$ cat config.mk
export PLATFORM = sky130hd
export DESIGN_NAME = l2_pf_cov_rolling_ctrl
export DESIGN_NICKNAME = d
export VERILOG_FILES = /design/src/rtl/l2_pf_cov_pkg.sv /design/src/rtl/l2_pf_cov_rolling_ctrl.sv
export SDC_FILE = /design/constraint.sdc
export NUM_CORES = 1
export LEC_CHECK = 0
export CAP_MARGIN = 40
export CORE_MARGIN = 3
export CORE_UTILIZATION = 29
export CTS_CLUSTER_DIAMETER = 60
export DETAILED_ROUTE_END_ITERATION = 8
export HOLD_SLACK_MARGIN = 0.15
export PLACE_DENSITY = 0.56
export SLEW_MARGIN = 10
export SYNTH_ARGS = -nofsm -noshare
export SYNTH_HDL_FRONTEND = slang
export SYNTH_SLANG_ARGS = --single-unit
export TNS_END_PERCENT = 30
$ cat constraint.sdc
create_clock -name clock -period 23.9 [get_ports clock]
set_clock_uncertainty 0.05 [all_clocks]
set_input_delay 4.78 -clock clock [delete_from_list [all_inputs] [get_ports clock]]
set_output_delay 4.78 -clock clock [all_outputs]
set_load 0.01 [all_outputs]
$ cat src/rtl/l2_pf_cov_pkg.sv
// rtl/l2_pf_cov_pkg.sv - shared types for the prefetch coverage rolling controller
package l2_pf_cov_pkg;

  localparam int CNT_W_DEF = 64;

  typedef enum logic [1:0] {
    ST_OFF   = 2'd0,
    ST_ACCUM = 2'd1,
    ST_DRAIN = 2'd2
  } pf_cov_state_e;

  typedef struct packed {
    logic [CNT_W_DEF-1:0] yAxisPt;
    logic [CNT_W_DEF-1:0] xAxisPt;
    logic [CNT_W_DEF-1:0] stamp;
  } pf_cov_rec_t;

endpackage

$ cat src/rtl/l2_pf_cov_rolling_ctrl.sv
// rtl/l2_pf_cov_rolling_ctrl.sv - windowed useful-prefetch coverage sampler feeding the rolling table
module l2_pf_cov_rolling_ctrl
  import l2_pf_cov_pkg::*;
#(
  parameter int unsigned WINDOW = 1000,
  parameter int          CNT_W  = CNT_W_DEF
) (
  input  logic             clock,
  input  logic             reset,
  input  logic             enable,
  input  logic             flush,
  input  logic [2:0]       inc_y,
  input  logic [2:0]       inc_x,
  output logic             out_en,
  output logic [CNT_W-1:0] out_yAxisPt,
  output logic [CNT_W-1:0] out_xAxisPt,
  output logic [CNT_W-1:0] out_stamp
);

  localparam logic [CNT_W-1:0] WIN = CNT_W'(WINDOW);

  pf_cov_state_e    state_q, state_d;
  logic [CNT_W-1:0] stamp_q;
  logic [CNT_W-1:0] x_win_q, x_win_d;
  logic [CNT_W-1:0] y_win_q, y_win_d;
  logic [CNT_W-1:0] x_tot_q, x_tot_d;
  logic             out_en_q, out_en_d;
  logic [CNT_W-1:0] rec_y_q, rec_y_d;
  logic [CNT_W-1:0] rec_x_q, rec_x_d;
  logic [CNT_W-1:0] rec_s_q, rec_s_d;

  // Window totals as they would stand after this cycle's increments.
  logic [CNT_W-1:0] x_sum, y_sum, x_tot_sum;
  logic             win_nz, sum_nz, hit;

  assign x_sum     = x_win_q + CNT_W'(inc_x);
  assign y_sum     = y_win_q + CNT_W'(inc_y);
  assign x_tot_sum = x_tot_q + CNT_W'(inc_x);
  assign win_nz    = (x_win_q != '0) || (y_win_q != '0);
  assign sum_nz    = (x_sum != '0) || (y_sum != '0);
  assign hit       = (x_sum >= WIN);

  // Next-state, window update and record capture for the sampling FSM.
  always_comb begin
    state_d  = state_q;
    x_win_d  = x_win_q;
    y_win_d  = y_win_q;
    x_tot_d  = x_tot_q;
    out_en_d = 1'b0;
    rec_y_d  = rec_y_q;
    rec_x_d  = rec_x_q;
    rec_s_d  = rec_s_q;
    case (state_q)
      ST_OFF, ST_ACCUM: begin
        if (!enable) begin
          // Falling enable drops this cycle's increments; a partial window is drained.
          if (state_q == ST_ACCUM) begin
            state_d = win_nz ? ST_DRAIN : ST_OFF;
          end
        end else begin
          state_d = ST_ACCUM;
          x_win_d = x_sum;
          y_win_d = y_sum;
          x_tot_d = x_tot_sum;
          if (flush && (state_q == ST_ACCUM) && sum_nz) begin
            // Flush wins over a coincident crossing: one record, no remainder kept.
            out_en_d = 1'b1;
            x_win_d  = '0;
            y_win_d  = '0;
          end else if (hit) begin
            out_en_d = 1'b1;
            x_win_d  = x_sum - WIN;
            y_win_d  = '0;
          end
          if (out_en_d) begin
            rec_y_d = y_sum;
            rec_x_d = x_tot_sum;
            rec_s_d = stamp_q;
          end
        end
      end
      ST_DRAIN: begin
        out_en_d = 1'b1;
        rec_y_d  = y_win_q;
        rec_x_d  = x_tot_q;
        rec_s_d  = stamp_q;
        x_win_d  = '0;
        y_win_d  = '0;
        if (enable) begin
          state_d = ST_ACCUM;
          x_win_d = CNT_W'(inc_x);
          y_win_d = CNT_W'(inc_y);
          x_tot_d = x_tot_sum;
        end else begin
          state_d = ST_OFF;
        end
      end
      default: state_d = ST_OFF;
    endcase
  end

  // FSM state register.
  always_ff @(posedge clock or posedge reset) begin
    if (reset) begin
      state_q <= ST_OFF;
    end else begin
      state_q <= state_d;
    end
  end

  // Free-running stamp, window counters and the registered output record.
  always_ff @(posedge clock or posedge reset) begin
    if (reset) begin
      stamp_q  <= '0;
      x_win_q  <= '0;
      y_win_q  <= '0;
      x_tot_q  <= '0;
      out_en_q <= 1'b0;
      rec_y_q  <= '0;
      rec_x_q  <= '0;
      rec_s_q  <= '0;
    end else begin
      stamp_q  <= stamp_q + 1'b1;
      x_win_q  <= x_win_d;
      y_win_q  <= y_win_d;
      x_tot_q  <= x_tot_d;
      out_en_q <= out_en_d;
      rec_y_q  <= rec_y_d;
      rec_x_q  <= rec_x_d;
      rec_s_q  <= rec_s_d;
    end
  end

  assign out_en      = out_en_q;
  assign out_yAxisPt = rec_y_q;
  assign out_xAxisPt = rec_x_q;
  assign out_stamp   = rec_s_q;

endmodule

**After elaboration in Yosys (flattened, before gate mapping)**

Cells that the tools add are included.

- Bits in registers: 451
- Bits of input ports: 10
- Logic and storage cells: 65

- $add $sub $neg: 5
- Magnitude comparators: 1
- Equality and inequality tests: 5
- Mux-type cells: 30
- Reduce and logical (&&, ||, !) cells: 15

Operators by type and width:

| kind | count |
|---|---|
| 64-bit two-way mux | 12 |
| 64-bit case mux with 2 select lines | 5 |
| 64-bit nonzero test | 4 |
| 64-bit by 3-bit adder with 64-bit output | 3 |
| 64-bit by 1-bit adder with 64-bit output (second input constant) | 1 |
| 64-bit by 10-bit greater-or-equal comparator with 1-bit output (second input constant) | 1 |
| 64-bit by 10-bit subtractor with 64-bit output (second input constant) | 1 |
| 1-bit two-way mux | 6 |
| 2-bit two-way mux | 3 |
| 3-bit two-way mux | 2 |
| 2-bit inequality test (second input constant) | 2 |
| 2-bit case mux with 2 select lines | 1 |
| 2-bit AND reduction | 2 |
| 3-bit inequality test (second input constant) | 1 |
| 3-bit AND reduction | 1 |
| 3-bit OR reduction | 1 |
| 2-bit by 1-bit == test with 1-bit output (second input constant) | 1 |
| 2-bit == test (second input constant) | 1 |
| 1-bit logical AND | 2 |
| 2-bit logical NOT | 1 |
| 1-bit logical OR | 2 |
| 1-bit case mux with 2 select lines | 1 |
| 2-bit nonzero test | 1 |
| 2-bit OR reduction | 1 |

**Logic depth before layout (Yosys ltp)**

Gate-level depths: netlist (run 1).

- Depth in word-level cells: 10
- Depth in mapped cells: 20

**Worst setup path after synthesis (run 1)**

OpenSTA, ideal clock, no wires.

- Kind: input -> register
- From: in inc_x[0]
- To: reg rec_s_q[0] (netlist: out_stamp[0])
- Data arrival time: 9.191 ns
- Required time: 23.725 ns
- Setup slack: 14.534 ns
- Stages: 17
- Cells stage by stage: ha_1 fa_1 a21oi_4 nor4_1 xnor2_1 nand4_1 or4_1 buf_2 or3_1 buf_2 or4_1 buf_4 o31ai_4 a21oi_2 buf_6 buf_6 mux2_4

- Cells in the longest elaborated chain, start to end: 9

Ends and longest elaborated chain:

| element | RTL line | source |
|---|---|---|
| start, declared | l2_pf_cov_rolling_ctrl.sv:13 | `input logic [2:0] inc_x,` |
| 64-bit by 3-bit adder with 64-bit output (*) | l2_pf_cov_rolling_ctrl.sv:36 | `assign x_sum = x_win_q + CNT_W'(inc_x);` |
| branches (longest 3 deep; another with 64-bit by 10-bit greater-or-equal comparator with 1-bit output) | - |  |
| 1-bit two-way mux (*) | l2_pf_cov_rolling_ctrl.sv:65 | `if (flush && (state_q == ST_ACCUM) && sum_nz) begin` |
| 1-bit two-way mux (*) | l2_pf_cov_rolling_ctrl.sv:55 | `if (!enable) begin` |
| 1-bit two-way mux (*) | l2_pf_cov_rolling_ctrl.sv:53 | `case (state_q)` |
| 2-bit inequality test (no source line) (*) | - |  |
| 3-bit AND reduction (no source line) (*) | - |  |
| end signal, assigned | l2_pf_cov_rolling_ctrl.sv:130 | `rec_s_q <= rec_s_d;` |
| end, declared | l2_pf_cov_rolling_ctrl.sv:30 | `logic [CNT_W-1:0] rec_s_q, rec_s_d;` |

Every way passes the cells marked *. The select of a mux whose other input is x is not followed.
A chain may end at the register's enable or synchronous reset.

**Final worst setup path (run 1)**

- From: in inc_y[0]
- To: reg rec_s_q[42] (netlist: out_stamp[42])

- Cells in the longest elaborated chain, start to end: 9

Ends and longest elaborated chain:

| element | RTL line | source |
|---|---|---|
| start, declared | l2_pf_cov_rolling_ctrl.sv:12 | `input logic [2:0] inc_y,` |
| 64-bit by 3-bit adder with 64-bit output | l2_pf_cov_rolling_ctrl.sv:37 | `assign y_sum = y_win_q + CNT_W'(inc_y);` |
| 64-bit nonzero test | l2_pf_cov_rolling_ctrl.sv:40 | `assign sum_nz = (x_sum != '0) \|\| (y_sum != '0);` |
| 1-bit logical OR | l2_pf_cov_rolling_ctrl.sv:40 |  |
| 1-bit logical AND | l2_pf_cov_rolling_ctrl.sv:65 |  |
| 1-bit two-way mux | l2_pf_cov_rolling_ctrl.sv:65 |  |
| 1-bit two-way mux | l2_pf_cov_rolling_ctrl.sv:55 |  |
| 1-bit two-way mux | l2_pf_cov_rolling_ctrl.sv:53 |  |
| 2-bit inequality test (no source line) | - |  |
| 3-bit AND reduction (no source line) | - |  |

No other way between the ends. The select of a mux whose other input is x is not followed.

==> results.cfg, run 1 <==
[status]
run_status = finished, final reports clean

[yosys]
syn_nets = 2943
synth.top_cell.area_share_pct = 40.4
yosysWarnings = 0
synth_top_area_cell = dfrtp_1
synth_flop_cell = dfrtp_1
seq_area_frac_synth_pct = 40.4
ys_top_cells_by_count = dfrtp_1, nand2_1, xnor2_1
async_flop_share_pct = 100
ys_ff_latch = 451
synth_area_leaders = dfrtp_1, mux2_4, xnor2_1
syn_inst = 2919
synth_area_um2 = 27900
syn_avg_cell_area_um2 = 9.56
synth.distinct_cells = 86
synth_edf_count = 0
yosysMostFrequentCell = dfrtp_1

[clock_tree]
clk_pin_slew_ns = 0.06
clock_latency_ns = 0.62
clock_tree.root_cell = clkbuf_16
cts_tree = done
ctsLongestPathBuffers = 3
hold_buffers = 0
cts_sinks = 451
htree_levels = 2
cts_resized = 0
numCtsBuffers = 54
post_cts_buffers = 0

[worst_setup_path]
critical_path_required_ns = 24.35
path_max_fanout = 42
endpoint_kind = register
critPathArrivalTime_ns = 11.45
startpoint_type = input port
critical_path_class = in2reg

[timing]
tightest_slew_ns = 0.987
fin_ws_ns = 12.90
fmax_ghz = 0.0909
finalHoldViolCount = 0
finalCritPeriodShare_pct = 46.0
min_period_ns = 11.00
setup_viol = 0
report.final.slew_viol_count = 0
grt_setup_unrepaired = no
slew_headroom_pct = 34.0
tns_ns = 0

[job]
drv_cap = 0

[routing]
routed_wirelength_um = 90100
drt-initial-drc-count = 1821
num_vias = 23027
firstDrtPassIters = 6
drc = 0
ant_nets = 0
routed_via_density = 5.34
wl_per_cell_um = 20.9

[global_routing]
antenna_found_initial = 3
grt_pass1_vias = 22001
grt_pass1_wl_um = 138000
grt_usage_pct = 17.5
overflow = 0
grt_max_degree = 96

[worst_hold_path]
worstHoldPathType = reg2reg

[floorplan]
rows = 113
chipHeight_um = 316
num_io_pins = 203
core_area_um2 = 95200
start_util_pct = 29.3
die_area_um2 = 100000
die_w_um = 316

[finish]
seq_area_um2 = 11300
multi_input_area_um2 = 15500
areaGrowthSynthToFinish_pct = 18.1
num-fill-cells = 9621
final_nets = 3026
design_area_um2 = 33000
drive_gt1_share_pct = 12.8

[place]
io_buffers = 202
place_area_um2 = 31100
place_congestion = 0.947
dp_hpwl_um = 66100
pre_cts_slack_ns = 12.37

[power]
ir_drop_uv = 57.0
p_sw_uw = 935
netSwitchingFraction_pct = 36.9
p_leak_uw = 0.0138
seq_power_share_pct = 37.0
power_density_nw_per_um2 = 76.9
internal_power_uw = 1600
p_clk_share_pct = 34.0
share_comb_of_total_power_pct = 29.0
==> state kept, by name, summed over array words and instances (netlist names) <==
| register | count |
|---|---|
| y_win_q | 64 |
| out_yAxisPt | 64 |
| out_en | 1 |
| out_stamp | 64 |
| x_tot_q | 64 |
| out_xAxisPt | 64 |
| stamp_q | 64 |
| state_q | 2 |
| x_win_q | 64 |
==> path summary, 6_finish.rpt <==
path                                             start                   endpoint  slack [ns]  cells past startpoint
worst max-delay path                          inc_y[0]  out_stamp[42]$_DFFE_PP0P_       12.90                     18
worst min-delay path             stamp_q[63]$_DFF_PP0_      stamp_q[63]$_DFF_PP0_        0.43                      1
worst max register to register  x_win_q[0]$_DFFE_PP0P_  out_stamp[42]$_DFFE_PP0P_       17.09                     17
worst min register to register   stamp_q[63]$_DFF_PP0_      stamp_q[63]$_DFF_PP0_        0.43                      1
max in group asynchronous                        reset    y_win_q[52]$_DFFE_PP0P_       17.39                      7
min in group asynchronous                        reset  out_stamp[19]$_DFFE_PP0P_        4.49                      2
==> routing by layer <==
layer	vias up	GRT usage (%)	part of all wire [%]
met3	163	3.62	7.3
met1	11352	24.0	45
met5	-	0	0.030
met2	804	27.8	45
met4	4	5.28	3.2
li1	10704	-	-
==> cells in the final DEF (no fill, tap or decap), types with 17 or more instances in the layout <==
cell type,count
clkdlybuf4s50_1,202
nand2_1,289
dfrtp_1,451
a21oi_1,44
buf_4,31
clkbuf_8,17
and2_1,25
or3_1,46
clkbuf_16,54
nor2_1,199
xnor2_1,220
inv_1,37
mux2_4,169
nor4_1,84
mux2_2,22
o21ai_0,71
mux2i_1,30
a31oi_1,108
or4_1,25
or2_2,17
nand4_1,107
xor2_1,135
nor3_1,88
nand3_1,192
and3_1,70
and4_1,33
==> critical path, cell delays in order <==
cell and delay (ns):
clkdlybuf4s50_1 0.49, ha_1 0.19, inv_1 0.06, fa_1 0.40, nor2b_1 0.45, o211ai_1 0.35
or4_1 0.87, nor4_1 0.42, xnor2_1 0.20, nand2_1 0.07, or4b_2 0.60, nand4b_1 0.50
o31ai_4 0.60, a21oi_4 0.09, buf_4 0.36, buf_4 0.36, buf_16 0.26, mux2_4 0.32
==> power by group through the flow <==
stage / sequential (µW) / combinational, µW / clock (µW)
final: 937 / 735 / 861
after floorplan: 868 / 552 / 0
after global routing: 946 / 796 / 918
after CTS: 933 / 728 / 884
after global placement: 948 / 709 / 0
after detailed placement: 946 / 725 / 0
==> cell families after synthesis <==
group                    count (synthesis)  synth area share [%]
AND/OR/NAND/NOR                       1232                  22.9
flip-flops                             451                  40.4
AO/OA/AOI/OAI                          380                  9.21
XOR/XNOR                               356                  11.2
buffers and inverters                  262                  4.37
multiplexers                           224                  11.2
adder cells (fa/ha/maj)                 14                 0.708
==> per-stage QoR <==
stage | power [µW] | cells | util, % | hold WS, ns
6_report | 2530 | 4309 | 34.6 | 0.430
5_1_grt | 2660 | 4308 | 34.6 | 0.447
4_1_cts | 2550 | 4307 | 34.6 | 0.430
3_5_place_dp | 1670 | 4210 | 32.6 | 0.423
3_3_place_gp | 1660 | 4193 | 32.3 | 0.417
2_1_floorplan | 1420 | 2919 | - | 0.396
==> area by class of cell <==
class	instances	area share [%]
tap	1265	4.80
multi-input combinational	2206	47.0
clock inverter	18	0.824
antenna	1	0.00759
clock buffer	79	4.90
inverter	38	0.456
timing repair buffer	251	7.81
sequential	451	34.2
(Power assumes the default switching activity.)
==> run 2: changes to the inputs <==
Settings changed: PLACE_DENSITY 0.56 to 0.58.
Clock period 23.9 ns to 10.05 ns, I/O delays scaled along.
==> results.cfg, run 2 (same netlist as run 1, synthesis figures left out) <==
[clock_tree]
cts_resized = 0
clk_pin_slew_ns = 0.06
ctsLongestPathBuffers = 3
post_cts_buffers = 0
clock_latency_ns = 0.62
cts_sinks = 451
hold_buffers = 0
clock_tree.root_cell = clkbuf_16
htree_levels = 2
cts_tree = done
numCtsBuffers = 55

[power]
ir_drop_uv = 131
p_leak_uw = 0.0138
power_density_nw_per_um2 = 186

[worst_setup_path]
r2r-start = y_win_q[0]$_DFFE_PP0P_
endpoint_kind = register
r2r_setup_slack_ns = 3.77
slowest_delay_ns = 0.75
critPathArrivalTime_ns = 8.21
path_max_fanout = 118
slowest_stage = or4b_2
critical_path_required_ns = 10.49
crit_cells = 17
startpoint_type = input port
path_cells = clkdlybuf4s50_1 -> ha_1 -> inv_1 -> fa_1 -> nor2b_1 -> o211ai_1 -> or4_1 -> nor4_1 -> mux2i_1 -> nand4_1 -> or4b_2 -> nand4b_1 -> buf_4 -> o31ai_4 -> a21oi_4 -> buf_12 -> mux2_4
crit_buf_inv = 4
crit_family = simple AND/OR/NAND/NOR gates
worstRegToRegCells = 16
critical_path_class = in2reg
timing.rr.end = out_yAxisPt[55]$_DFFE_PP0P_

[finish]
final_cell_mix = dfrtp_1, nand2_1, xnor2_1
final_nets = 3021
seq_area_um2 = 11300
num-fill-cells = 9606
areaGrowthSynthToFinish_pct = 18.0
drive_gt1_share_pct = 12.8
multi_input_area_um2 = 15500
layout_commonest_cell = dfrtp_1
fin_util_pct = 34.6
final_cells = 4309
design_area_um2 = 32900

[global_routing]
antenna_found_initial = 4
grt_pass1_wl_um = 138000
grt_pass1_vias = 22117
grt_usage_pct = 17.5
grt_max_degree = 166
overflow = 0

[place]
pre_cts_slack_ns = 1.85
io_buffers = 202
place_congestion = 0.939
place_area_um2 = 31000
dp_hpwl_um = 64900
placedCellCount = 4205

[job]
drv_cap = 0

[timing]
finalCritPeriodShare_pct = 77.3
report.final.slew_viol_count = 0
fin_ws_ns = 2.28
setup_viol = 0
tns_ns = 0
grt_setup_unrepaired = no
finalHoldViolCount = 0
slew_headroom_pct = 37.1
fmax_ghz = 0.129
tightest_slew_ns = 0.944
min_period_ns = 7.77

[routing]
routed_via_density = 5.36
wl_per_cell_um = 20.9
routed_wirelength_um = 90200
ant_nets = 0
drc = 0
drt-initial-drc-count = 2246
num_vias = 23088
firstDrtPassIters = 8

[status]
run_status = finished, final reports clean

[floorplan]
chipHeight_um = 316
rows = 113
core_area_um2 = 95200
num_io_pins = 203
die_w_um = 316
die_area_um2 = 100000
start_util_pct = 29.3

[worst_hold_path]
hold_depth = 1
worstHoldPathType = reg2reg
whs_endpoint = stamp_q[63]$_DFF_PP0_
holdCritStartpoint = stamp_q[63]$_DFF_PP0_
-- run 2: changes by cell type in the layout (fill, tap and decap cells not counted), moves of 3 or more --
cell       before  now
buf_16          7    3
bufinv_16       4    7
clkbuf_1        8    5
clkbuf_8       17   13
clkinv_2        6   12
clkinv_4        0    3
-- run 2: routing by layer --
layer	up-vias	GRT usage [%]	wire [µm]
li1	10693	-	-
met4	6	5.53	2980
met2	889	27.5	40200
met1	11319	23.8	39700
met5	-	0	42
met3	181	4.09	7370
-- run 2: stage by stage --
step,power (µW),hold WS [ns]
final,6120,0.419
after global routing,6410,0.452
after CTS,6140,0.425
after detailed placement,3980,0.416
after global placement,3940,0.414
after floorplan,3380,0.396
-- run 2: cell type report --
type / instances / share of cell area [%]
flip-flops and latches: 451 / 34.3
clock buffers: 73 / 4.78
well taps: 1265 / 4.81
repair buffers: 245 / 7.50
clock inverters: 30 / 1.21
diodes: 1 / 0.00760
inverters: 38 / 0.445
multi-input cells: 2206 / 47.0
-- run 2: power breakdown --
group          total, µW  internal [µW]  switching [µW]
Combinational       1760            645            1110
Sequential          2230           1940             293
Clock               2130           1290             840
Total               6120           3870            2250
-- run 2: worst max-delay path by stage --
stage	startpoint	to
finish	inc_y[0]	out_yAxisPt[55]$_DFFE_PP0P_
global route	inc_y[0]	out_xAxisPt[40]$_DFFE_PP0P_
CTS	inc_y[0]	out_yAxisPt[55]$_DFFE_PP0P_
detailed placement	inc_y[0]	out_yAxisPt[55]$_DFFE_PP0P_
global placement	inc_y[0]	out_yAxisPt[53]$_DFFE_PP0P_
floorplan	reset	out_en$_DFF_PP0_
==> run 3: changes to the inputs <==
Clock period 10.05 ns to 6.9 ns, I/O delays scaled along.
==> results.cfg, run 3 (same netlist as run 1, synthesis figures left out) <==
[power]
power.total_uw = 9110
p_clk_share_pct = 33.9
internal_power_uw = 5820
netSwitchingFraction_pct = 36.1
ir_drop_uv = 157
seq_power_share_pct = 35.6
share_comb_of_total_power_pct = 30.4
p_sw_uw = 3290
p_leak_uw = 0.0142
power_density_nw_per_um2 = 271

[routing]
num_vias = 23450
firstDrtPassIters = 5
wl_per_cell_um = 20.6
routed_wirelength_um = 90400
drc = 0
ant_nets = 0
drt-initial-drc-count = 2002
routed_via_density = 5.35

[worst_setup_path]
endpoint_kind = register
critical_path_class = in2reg
timing.rr.end = out_yAxisPt[45]$_DFFE_PP0P_
critPathArrivalTime_ns = 6.86
path_max_fanout = 53
r2r_setup_slack_ns = 1.33
startpoint_type = input port
critical_path_required_ns = 7.34
worstRegToRegCells = 16
r2r-start = y_win_q[0]$_DFFE_PP0P_

[timing]
finalHoldViolCount = 0
tightest_slew_ns = 1.05
report.final.slew_viol_count = 0
setup_viol = 0
fmax_ghz = 0.156
min_period_ns = 6.41
tns_ns = 0
fin_ws_ns = 0.487
grt_setup_unrepaired = no
whs_ns = 0.440
finalCritPeriodShare_pct = 92.9
slew_headroom_pct = 30.3

[clock_tree]
clock_tree.root_cell = clkbuf_16
clk_pin_slew_ns = 0.06
htree_levels = 2
ctsLongestPathBuffers = 3
cts_sinks = 451
clock_latency_ns = 0.62
hold_buffers = 0
cts_tree = done
post_cts_buffers = 0
cts_resized = 0
numCtsBuffers = 56

[global_routing]
grt_pass1_vias = 22475
grt_usage_pct = 17.6
overflow = 0
grt_max_degree = 183
grt_pass1_wl_um = 139000
antenna_found_initial = 1

[finish]
multi_input_area_um2 = 15400
layout_commonest_cell = dfrtp_1
areaGrowthSynthToFinish_pct = 20.3
design_area_um2 = 33600
n_antenna_cell = 0
drive_gt1_share_pct = 14.8
final_cell_mix = dfrtp_1, nand2_1, xnor2_1
seq_area_um2 = 11300
final_nets = 3096
num-fill-cells = 9590

[place]
place_area_um2 = 31600
io_buffers = 202
pre_cts_slack_ns = 0.00497
place_congestion = 0.962
dp_hpwl_um = 66600

[job]
drv_cap = 0

[status]
run_status = finished, final reports clean

[worst_hold_path]
holdCritStartpoint = stamp_q[51]$_DFF_PP0_
worstHoldPathType = reg2reg
hold_depth = 1
whs_endpoint = stamp_q[51]$_DFF_PP0_

[floorplan]
die_area_um2 = 100000
num_io_pins = 203
core_area_um2 = 95200
rows = 113
start_util_pct = 29.3
die_w_um = 316
chipHeight_um = 316
[run 3: area by class of cell]
type | count | share of cell area, %
clock inverter | 30 | 1.15
timing repair buffer | 319 | 9.35
tap | 1265 | 4.71
clock buffer | 74 | 4.70
inverter | 38 | 0.436
multi-input combinational | 2206 | 46.0
sequential | 451 | 33.6
[run 3: per-stage QoR]
| stage | cells | util [%] |
|---|---|---|
| 2_1_floorplan | 2919 | - |
| 3_3_place_gp | 4275 | 33.2 |
| 3_5_place_dp | 4278 | 33.2 |
| 4_1_cts | 4382 | 35.3 |
| 5_1_grt | 4383 | 35.3 |
| 6_report | 4383 | 35.3 |
[run 3: worst max-delay path by stage]
stage          startpoint                          end
2_1_floorplan       reset             out_en$_DFF_PP0_
3_3_place_gp     inc_y[0]  out_yAxisPt[52]$_DFFE_PP0P_
3_5_place_dp     inc_y[0]  out_yAxisPt[55]$_DFFE_PP0P_
4_1_cts          inc_y[0]  out_yAxisPt[45]$_DFFE_PP0P_
5_1_grt          inc_y[0]  out_yAxisPt[45]$_DFFE_PP0P_
6_report         inc_y[0]  out_yAxisPt[45]$_DFFE_PP0P_
[run 3: routing by layer]
metal  GRT usage [%]  up-vias  part of all wire (%)
met3            2.97      185                   7.1
met4            5.93        2                   3.5
met5               0        -                0.0089
met1            24.6    11522                    45
met2            27.7      897                    45
li1                -    10844                     -
[run 3: power groups by stage]
stage               logic, µW  clock network (µW)  registers [µW]
floorplan                1910                   0            3010
CTS                      2750                3180            3230
global route             2990                3280            3280
global placement         2710                   0            3280
detailed placement       2730                   0            3280
finish                   2770                3090            3250
[run 3: critical path, stage by stage]
cell,delay (ns)
clkdlybuf4s50_1,0.51
ha_1,0.20
inv_1,0.06
fa_1,0.39
nor2b_1,0.30
o211ai_1,0.19
or4_1,0.61
nor4_1,0.60
mux2i_1,0.30
nand4_1,0.13
or4b_2,0.69
nand4b_1,0.19
buf_4,0.19
o31ai_4,0.24
a21oi_4,0.21
buf_12,0.26
mux2_4,0.35
